### src/rtl/fft_r2_ctrl.sv
// Sequencing controller for the radix-2 FFT datapath: load samples, run the
// in-place butterfly stages, then stream results out through the output demux.
module fft_r2_ctrl #(
  parameter int LOG2N  = 10,
  parameter int ADDR_W = LOG2N - 1,
  parameter int BF_LAT = 4
) (
  input  logic              clk,
  input  logic              rst_n,
  input  logic              start_i,
  input  logic              in_valid_i,
  output logic              in_ready_o,
  input  logic              out_ready_i,
  output logic              out_valid_o,
  output logic [ADDR_W-1:0] addr_o,
  output logic [ADDR_W-1:0] tw_addr_o,
  output logic              src_sel_o,
  output logic              bram_we_o,
  output logic              bf_ce_o,
  output logic              fft_ready_o,
  output logic [3:0]        stage_o,
  output logic              busy_o,
  output logic              done_o
);

  localparam int LAT_W = (BF_LAT > 1) ? $clog2(BF_LAT) : 1;
  localparam logic [ADDR_W-1:0] K_LAST     = {ADDR_W{1'b1}};
  localparam logic [LAT_W-1:0]  LAT_LAST   = LAT_W'(BF_LAT - 1);
  localparam logic [3:0]        STAGE_LAST = 4'(LOG2N - 1);

  typedef enum logic [2:0] {
    S_IDLE, S_LOAD, S_RD, S_BF, S_WR, S_DRAIN
  } state_t;

  state_t             state_q, state_d;
  logic [ADDR_W-1:0]  k_q, k_d;
  logic [3:0]         stage_q, stage_d;
  logic [LAT_W-1:0]   lat_q, lat_d;
  logic               fft_ready_q, fft_ready_d;
  logic               compute;
  logic [ADDR_W-1:0]  tw_mask;

  always_comb begin
    state_d = state_q;
    k_d     = k_q;
    stage_d = stage_q;
    lat_d   = lat_q;
    case (state_q)
      S_IDLE: begin
        if (start_i) begin
          state_d = S_LOAD;
          k_d     = '0;
          stage_d = '0;
        end
      end
      S_LOAD: begin
        if (in_valid_i) begin
          if (k_q == K_LAST) begin
            state_d = S_RD;
            k_d     = '0;
            stage_d = '0;
          end else begin
            k_d = k_q + 1'b1;
          end
        end
      end
      S_RD: begin
        state_d = S_BF;
        lat_d   = '0;
      end
      S_BF: begin
        if (lat_q == LAT_LAST) state_d = S_WR;
        else                   lat_d   = lat_q + 1'b1;
      end
      S_WR: begin
        if (k_q != K_LAST) begin
          k_d     = k_q + 1'b1;
          state_d = S_RD;
        end else if (stage_q != STAGE_LAST) begin
          stage_d = stage_q + 1'b1;
          k_d     = '0;
          state_d = S_RD;
        end else begin
          k_d     = '0;
          state_d = S_DRAIN;
        end
      end
      S_DRAIN: begin
        if (out_ready_i) begin
          if (k_q == K_LAST) begin
            state_d = S_IDLE;
            k_d     = '0;
            stage_d = '0;
          end else begin
            k_d = k_q + 1'b1;
          end
        end
      end
      default: state_d = S_IDLE;
    endcase
    // Demux points at the output port whenever the butterfly is not in use.
    fft_ready_d = (state_d == S_IDLE) || (state_d == S_LOAD) || (state_d == S_DRAIN);
  end

  always_ff @(posedge clk or negedge rst_n) begin
    if (!rst_n) begin
      state_q     <= S_IDLE;
      k_q         <= '0;
      stage_q     <= '0;
      lat_q       <= '0;
      fft_ready_q <= 1'b0;
    end else begin
      state_q     <= state_d;
      k_q         <= k_d;
      stage_q     <= stage_d;
      lat_q       <= lat_d;
      fft_ready_q <= fft_ready_d;
    end
  end

  assign compute = (state_q == S_RD) || (state_q == S_BF) || (state_q == S_WR);
  // Twiddle index is k with its low `stage` bits cleared.
  assign tw_mask = {ADDR_W{1'b1}} << stage_q;

  assign in_ready_o  = (state_q == S_LOAD);
  assign out_valid_o = (state_q == S_DRAIN);
  assign addr_o      = k_q;
  assign tw_addr_o   = compute ? (k_q & tw_mask) : '0;
  assign src_sel_o   = (state_q == S_WR);
  assign bram_we_o   = ((state_q == S_LOAD) && in_valid_i) || (state_q == S_WR);
  assign bf_ce_o     = (state_q == S_BF);
  assign fft_ready_o = fft_ready_q;
  assign stage_o     = stage_q;
  assign busy_o      = (state_q != S_IDLE);
  assign done_o      = (state_q == S_DRAIN) && out_ready_i && (k_q == K_LAST);

endmodule

### config.mk
export PLATFORM = sky130hd
export DESIGN_NAME = fft_r2_ctrl
export DESIGN_NICKNAME = d
export VERILOG_FILES = /design/src/rtl/fft_r2_ctrl.sv
export SDC_FILE = /design/constraint.sdc
export NUM_CORES = 1
export LEC_CHECK = 0
export ABC_AREA = 1
export BUFFER_PORTS_ARGS = -buffer_cell sky130_fd_sc_hd__buf_4
export CAP_MARGIN = 5
export CORE_ASPECT_RATIO = 1.75
export CORE_UTILIZATION = 52
export CTS_CLUSTER_SIZE = 8
export DETAILED_ROUTE_END_ITERATION = 8
export PLACE_DENSITY = 0.81
export SYNTH_ARGS = -nofsm -noshare
export SYNTH_HDL_FRONTEND = slang
export SYNTH_SLANG_ARGS = --single-unit
### constraint.sdc
create_clock -name clk -period 2.25 [get_ports clk]
set_clock_uncertainty 0.15 [all_clocks]
set_input_delay 0.225 -clock clk [delete_from_list [all_inputs] [get_ports clk]]
set_output_delay 0.225 -clock clk [all_outputs]
set_load 0.05 [all_outputs]
After elaboration in Yosys (flattened, before gate mapping)
Index checks and enable logic that the tools add are counted.
{ "word_totals": {"regBits": 19, "latchBits": 0, "mem_bits_rw": 0, "mem_bits_ro": 0, "in_bits": 5, "out_inout_bits": 30, "wordCells": 68, "memories": 0} }
{ "op_classes": {"addsub": 3, "n_mul": 0, "div": 0, "magnitude_cmp": 0, "eq_ne": 17, "n_shift": 1, "mux": 25, "bitwise": 1, "reduce_logical": 16} }
{ "op_table": {"columns": ["operator", "n"], "rows": [
  ["9-bit two-way mux", 6],
  ["9-bit one-hot mux with 4 select lines", 1],
  ["3-bit two-way mux", 8],
  ["4-bit two-way mux", 6],
  ["3-bit one-hot mux with 6 select lines", 1],
  ["4-bit one-hot mux with 4 select lines", 1],
  ["2-bit inequality test, second input constant", 5],
  ["9-bit by 1-bit adder with 9-bit output, second input constant", 1],
  ["9-bit bitwise AND", 1],
  ["3-bit equality test, second input constant", 3],
  ["9-bit equality test, second input constant", 1],
  ["9-bit inequality test, second input constant", 1],
  ["9-bit by 4-bit << shifter with 9-bit output, first input constant", 1],
  ["3-bit by 1-bit equality test with 1-bit output, second input constant", 2],
  ["3-bit by 2-bit equality test with 1-bit output, second input constant", 2],
  ["3-bit zero test", 2],
  ["6-bit AND reduction", 1],
  ["1-bit logical OR", 5],
  ["4-bit by 1-bit adder with 4-bit output, second input constant", 1],
  ["4-bit inequality test, second input constant", 1],
  ["2-bit one-hot mux with 2 select lines", 1],
  ["4-bit AND reduction", 1],
  ["4-bit nonzero test", 1],
  ["1-bit logical AND", 3],
  ["7 further kinds", 7]
]} }

Depth between registers and ports, before layout
{ "logic_depth": {"word_depth": 7, "ltp_mapped": 10, "mapped_depth_nobuf": 10} }

Worst setup path before layout
Ideal clock, no wire load.
{ "synth_timing": {"kind": "reg-to-output", "startpoint": "reg k_q[1] (netlist: addr_o[1])", "endpoint": "out done_o", "arrival_ps": 2706, "required_ps": 1875, "path_slack_ps": -831, "stages_incl_launch_ff": 7, "n_path_buf": 0, "cell_sequence": "dfrtp_1 ha_1 nand4_1 nor3_1 ha_1 nand2_1 nor3_1"} }
{ "synth_via": {"elab_chain_len": 2} }
{ "synth_rtl": {"columns": ["element", "line_no", "rtl"], "rows": [
  ["start, declared", "36", "logic [ADDR_W-1:0] k_q, k_d;"],
  ["start signal, assigned", "114", "k_q <= k_d;"],
  ["9-bit equality test", "135", "assign done_o = (state_q == S_DRAIN) && out_ready_i && (k_q == K_LAST);"],
  ["1-bit logical AND", "135", null],
  ["end, declared", "23", "output logic done_o"]
]} }
No other way between the ends.

Worst setup path in the final report
{ "layout_timing": {"startpoint": "reg k_q[0] (netlist: addr_o[0])", "endpoint": "out done_o"} }
The elaborated chain is that of the path after synthesis.

==> impl_table.tex <==
\begin{tabular}{lr}
\hline
Metric & Value \\
\hline
\multicolumn{2}{l}{\textbf{Status}} \\
\quad Result of the run & finished, final reports clean \\
\multicolumn{2}{l}{\textbf{CTS}} \\
\quad CTS HTree Levels & 1 \\
\quad Clock tree from TritonCTS & yes \\
\quad Root Driver & clkbuf\_8 \\
\quad Post-CTS clock slew at the launch and capture registers of the worst setup and hold paths & 0.07 ns \\
\quad Clk Latency, worst-skew pair & 0.26 ns \\
\quad TritonCTS Buffers & 3 \\
\quad Total number of clock tree sinks & 19 \\
\quad Number of buffers on the longest clock path & 2 \\
\multicolumn{2}{l}{\textbf{Die}} \\
\quad Initial standard-cell utilization of the core & 55.9\% \\
\quad Die height & 67.8 microns \\
\quad Die span in x & 39.6 microns \\
\quad Area of the placeable core & 2300 sq um \\
\quad I/O pin count & 35 \\
\quad Floorplan die area & 2690 sq um \\
\quad Core Rows & 23 \\
\multicolumn{2}{l}{\textbf{STA}} \\
\quad Pins Over Slew Limit & 0 \\
\quad Number of hold-slack violations in the final timing report & 0 \\
\quad \# setup viols final & 0 \\
\quad Period utilization & 95.7\% \\
\quad Crit path setup slack, layout & 0.0978 ns \\
\quad Slew headroom & 78.6\% \\
\quad Minimum clock period & 2.15 ns \\
\quad Hold slack final & 0.109 ns \\
\quad Least-Margin Pin Slew & 0.320 ns \\
\quad Achievable Freq & 465 MHz \\
\multicolumn{2}{l}{\textbf{Critical path}} \\
\quad Crit start category & flip-flop \\
\quad WS Path Type & reg2out \\
\quad Worst endpoint required time & 1.88 ns \\
\quad Data arrival, critical path & 1.78 ns \\
\quad Slack of the worst reg-to-reg path & 0.34 ns \\
\quad Kind of end point of the critical path & output pin \\
\quad Crit path max fanout & 4 \\
\multicolumn{2}{l}{\textbf{Logic synthesis}} \\
\quad Area share of the largest cell type after synthesis & 36.9\% \\
\quad Syn. warnings & 0 \\
\quad Yosys cell types & 25 \\
\quad Number of instances in the synthesized netlist & 180 \\
\quad EDFF count, synth & 0 \\
\quad Area contributors post-synth & dfrtp\_1 (37\%), nand2\_1 (14\%), ha\_1 (7.8\%) \\
\quad Share of flip-flops with an asynchronous set or reset after synthesis & 100\% \\
\quad Post-synthesis register bit count & 19 \\
\quad Post-synthesis cell area & 1290 sq um \\
\quad Post-synth top area cell & dfrtp\_1 \\
\quad Sequential fraction of the synthesis area & 36.9\% \\
\quad Synthesized area per cell & 7.15 sq um \\
\quad Flip-flop cell with the highest count after synthesis & dfrtp\_1 \\
\quad Leading cell type by number of instances after synthesis & nand2\_1 \\
\quad Top cell types by occurrence after synthesis & nand2\_1 (47), inv\_1 (21), nor2\_1 (21), dfrtp\_1 (19), nand3\_1 (15) \\
\quad Nets in the synthesized netlist & 193 \\
\multicolumn{2}{l}{\textbf{Global routing}} \\
\quad Initial antenna violation count & 0 \\
\quad Global Route Usage Sum & 28.9\% \\
\quad Overflow after GRT & 0 \\
\quad Via count of the first global-routing pass & 1,283 \\
\quad Maximum number of pins on one net before global-route repair & 20 \\
\quad Global-route wire length before repair & 5420 microns \\
\multicolumn{2}{l}{\textbf{Pwr}} \\
\quad P per Cell Area & 699 nW/um\^{}2 \\
\quad Largest voltage drop on the vdd net & 608 uV \\
\quad Static leakage & 0.873 nW \\
\quad Overall Power & 0.00119 W \\
\multicolumn{2}{l}{\textbf{Route}} \\
\quad Number of nets with antenna violations after routing & 0 \\
\quad Via density per instance & 5.70 \\
\quad WL/cell & 14.7 microns \\
\quad DRT iter0 DRCs & 63 \\
\quad Total number of vias & 1,403 \\
\quad \# DRC & 0 \\
\quad Final routed wirelength across all metal layers & 3610 microns \\
\quad Drt pass-1 iters & 6 \\
\multicolumn{2}{l}{\textbf{Placement}} \\
\quad \# placed instances & 239 \\
\quad DPL Wire Length & 2740 microns \\
\quad Final weighted congestion of routability-driven global placement & 0.882 \\
\quad Worst-case setup slack after placement & 0.307 ns \\
\quad DP Area & 1600 sq um \\
\quad Count of input and output buffers & 34 \\
\multicolumn{2}{l}{\textbf{Cells and area}} \\
\quad Fraction of layout instances using a drive strength above 1 & 29.4\% \\
\quad Post-layout instance area & 1700 sq um \\
\quad Footprint of the multi-input gates & 761 sq um \\
\quad Diodes inserted & 0 \\
\quad Fillers & 175 \\
\quad Layout-stage area growth over the synthesis result & 32.2\% \\
\quad Layout net count & 235 \\
\quad Number of cells in the finished layout apart from fillers & 246 \\
\quad Combined flip-flop and latch cell area & 475 sq um \\
\multicolumn{2}{l}{\textbf{Run}} \\
\quad Number of max-cap violations & 0 \\
\multicolumn{2}{l}{\textbf{Worst hold path}} \\
\quad Worst Hold Class & in2reg \\
\hline
\end{tabular}
## logic make-up after synthesis
kind of cell | count (synthesis) | synth area share [%]
AOI/OAI and AO/OA | 24 | 10.6
xor gates and xnor gates | 1 | 0.680
adders and majority gates | 8 | 7.77
buffers and inverters | 26 | 8.36
DFF | 19 | 36.9
and+or+nand+nor | 102 | 35.7
## what timing repair did
item | 4_1_cts | 5_1_grt
hold buffers | 1 | 0
setup buffers | 0 | 2
gates resized for setup | 0 | 6
endpoints found under the setup margin | 0 | 2
endpoints found under the hold margin | 19 | 0
## layout make-up
type	instances	area share (%)
multi-input cells	135	44.7
inverters	25	5.66
well taps	25	1.84
clock buffers	3	2.43
repair buffers	38	17.1
flip-flops and latches	19	27.9
clock inverters	1	0.294
## state kept, by name (all words and copies together), names as in the netlist
register,count
addr_o,9
fft_ready_o,1
lat_q,2
stage_o,4
state_q,3
## placed cells by master (no fill, tap or decap)
master and count:
ha_2 1, ha_1 6, clkbuf_8 3, o21ai_1 9, nand2_1 47, nand3_1 15
inv_4 1, dfrtp_1 19, xor2_1 1, nor3_2 5, nand2_2 3, a21oi_4 1
o2111ai_1 1, inv_2 3, clkinv_2 1, nor4_2 1, nor2_1 21, nor2_4 2
ha_4 1, nand2_4 2, buf_4 36, nor3b_2 1, inv_1 21, dlygate4sd3_1 1
o21ai_0 2, and3_1 1, a31oi_1 1, buf_6 1, nor2_2 3, nand4_1 1
a21oi_1 10
## final timing paths
kind	start	cells past startpoint	end
max	addr_o[0]	7	done_o
min	in_valid_i	3	state_q[1]
max reg2reg	addr_o[0]	10	stage_o[2]
min reg2reg	lat_q[1]	2	lat_q[1]
max in group asynchronous	rst_n	2	lat_q[0]
min in group asynchronous	rst_n	2	addr_o[8]
## power breakdown
group / internal [W] / switching [W]
registers: 0.000388 / 0.0000808
clock network: 0.000123 / 0.000119
logic: 0.000144 / 0.000335
## metrics by stage
stage                     utilization, %  TNS, ns
final                               73.9        0
after global routing                73.9  -0.0314
after CTS                           72.0        0
after detailed placement            69.6        0
after global placement              69.6        0
after floorplan                        -   -0.415
## worst max-delay path, cell delays in order, from the launching register on
cell and delay (ns):
dfrtp_1 0.42, ha_4 0.18, nand4_1 0.14, nor3_2 0.14
ha_2 0.20, nand2_1 0.08, nor3_2 0.18, buf_6 0.18
## routing by layer
layer / track usage [%] / wire [microns]
met5: 0 / 0
met4: 16.8 / 163
met3: 4.55 / 200
met2: 51.4 / 1930
met1: 29.9 / 1320
(Power assumes the default switching activity.)
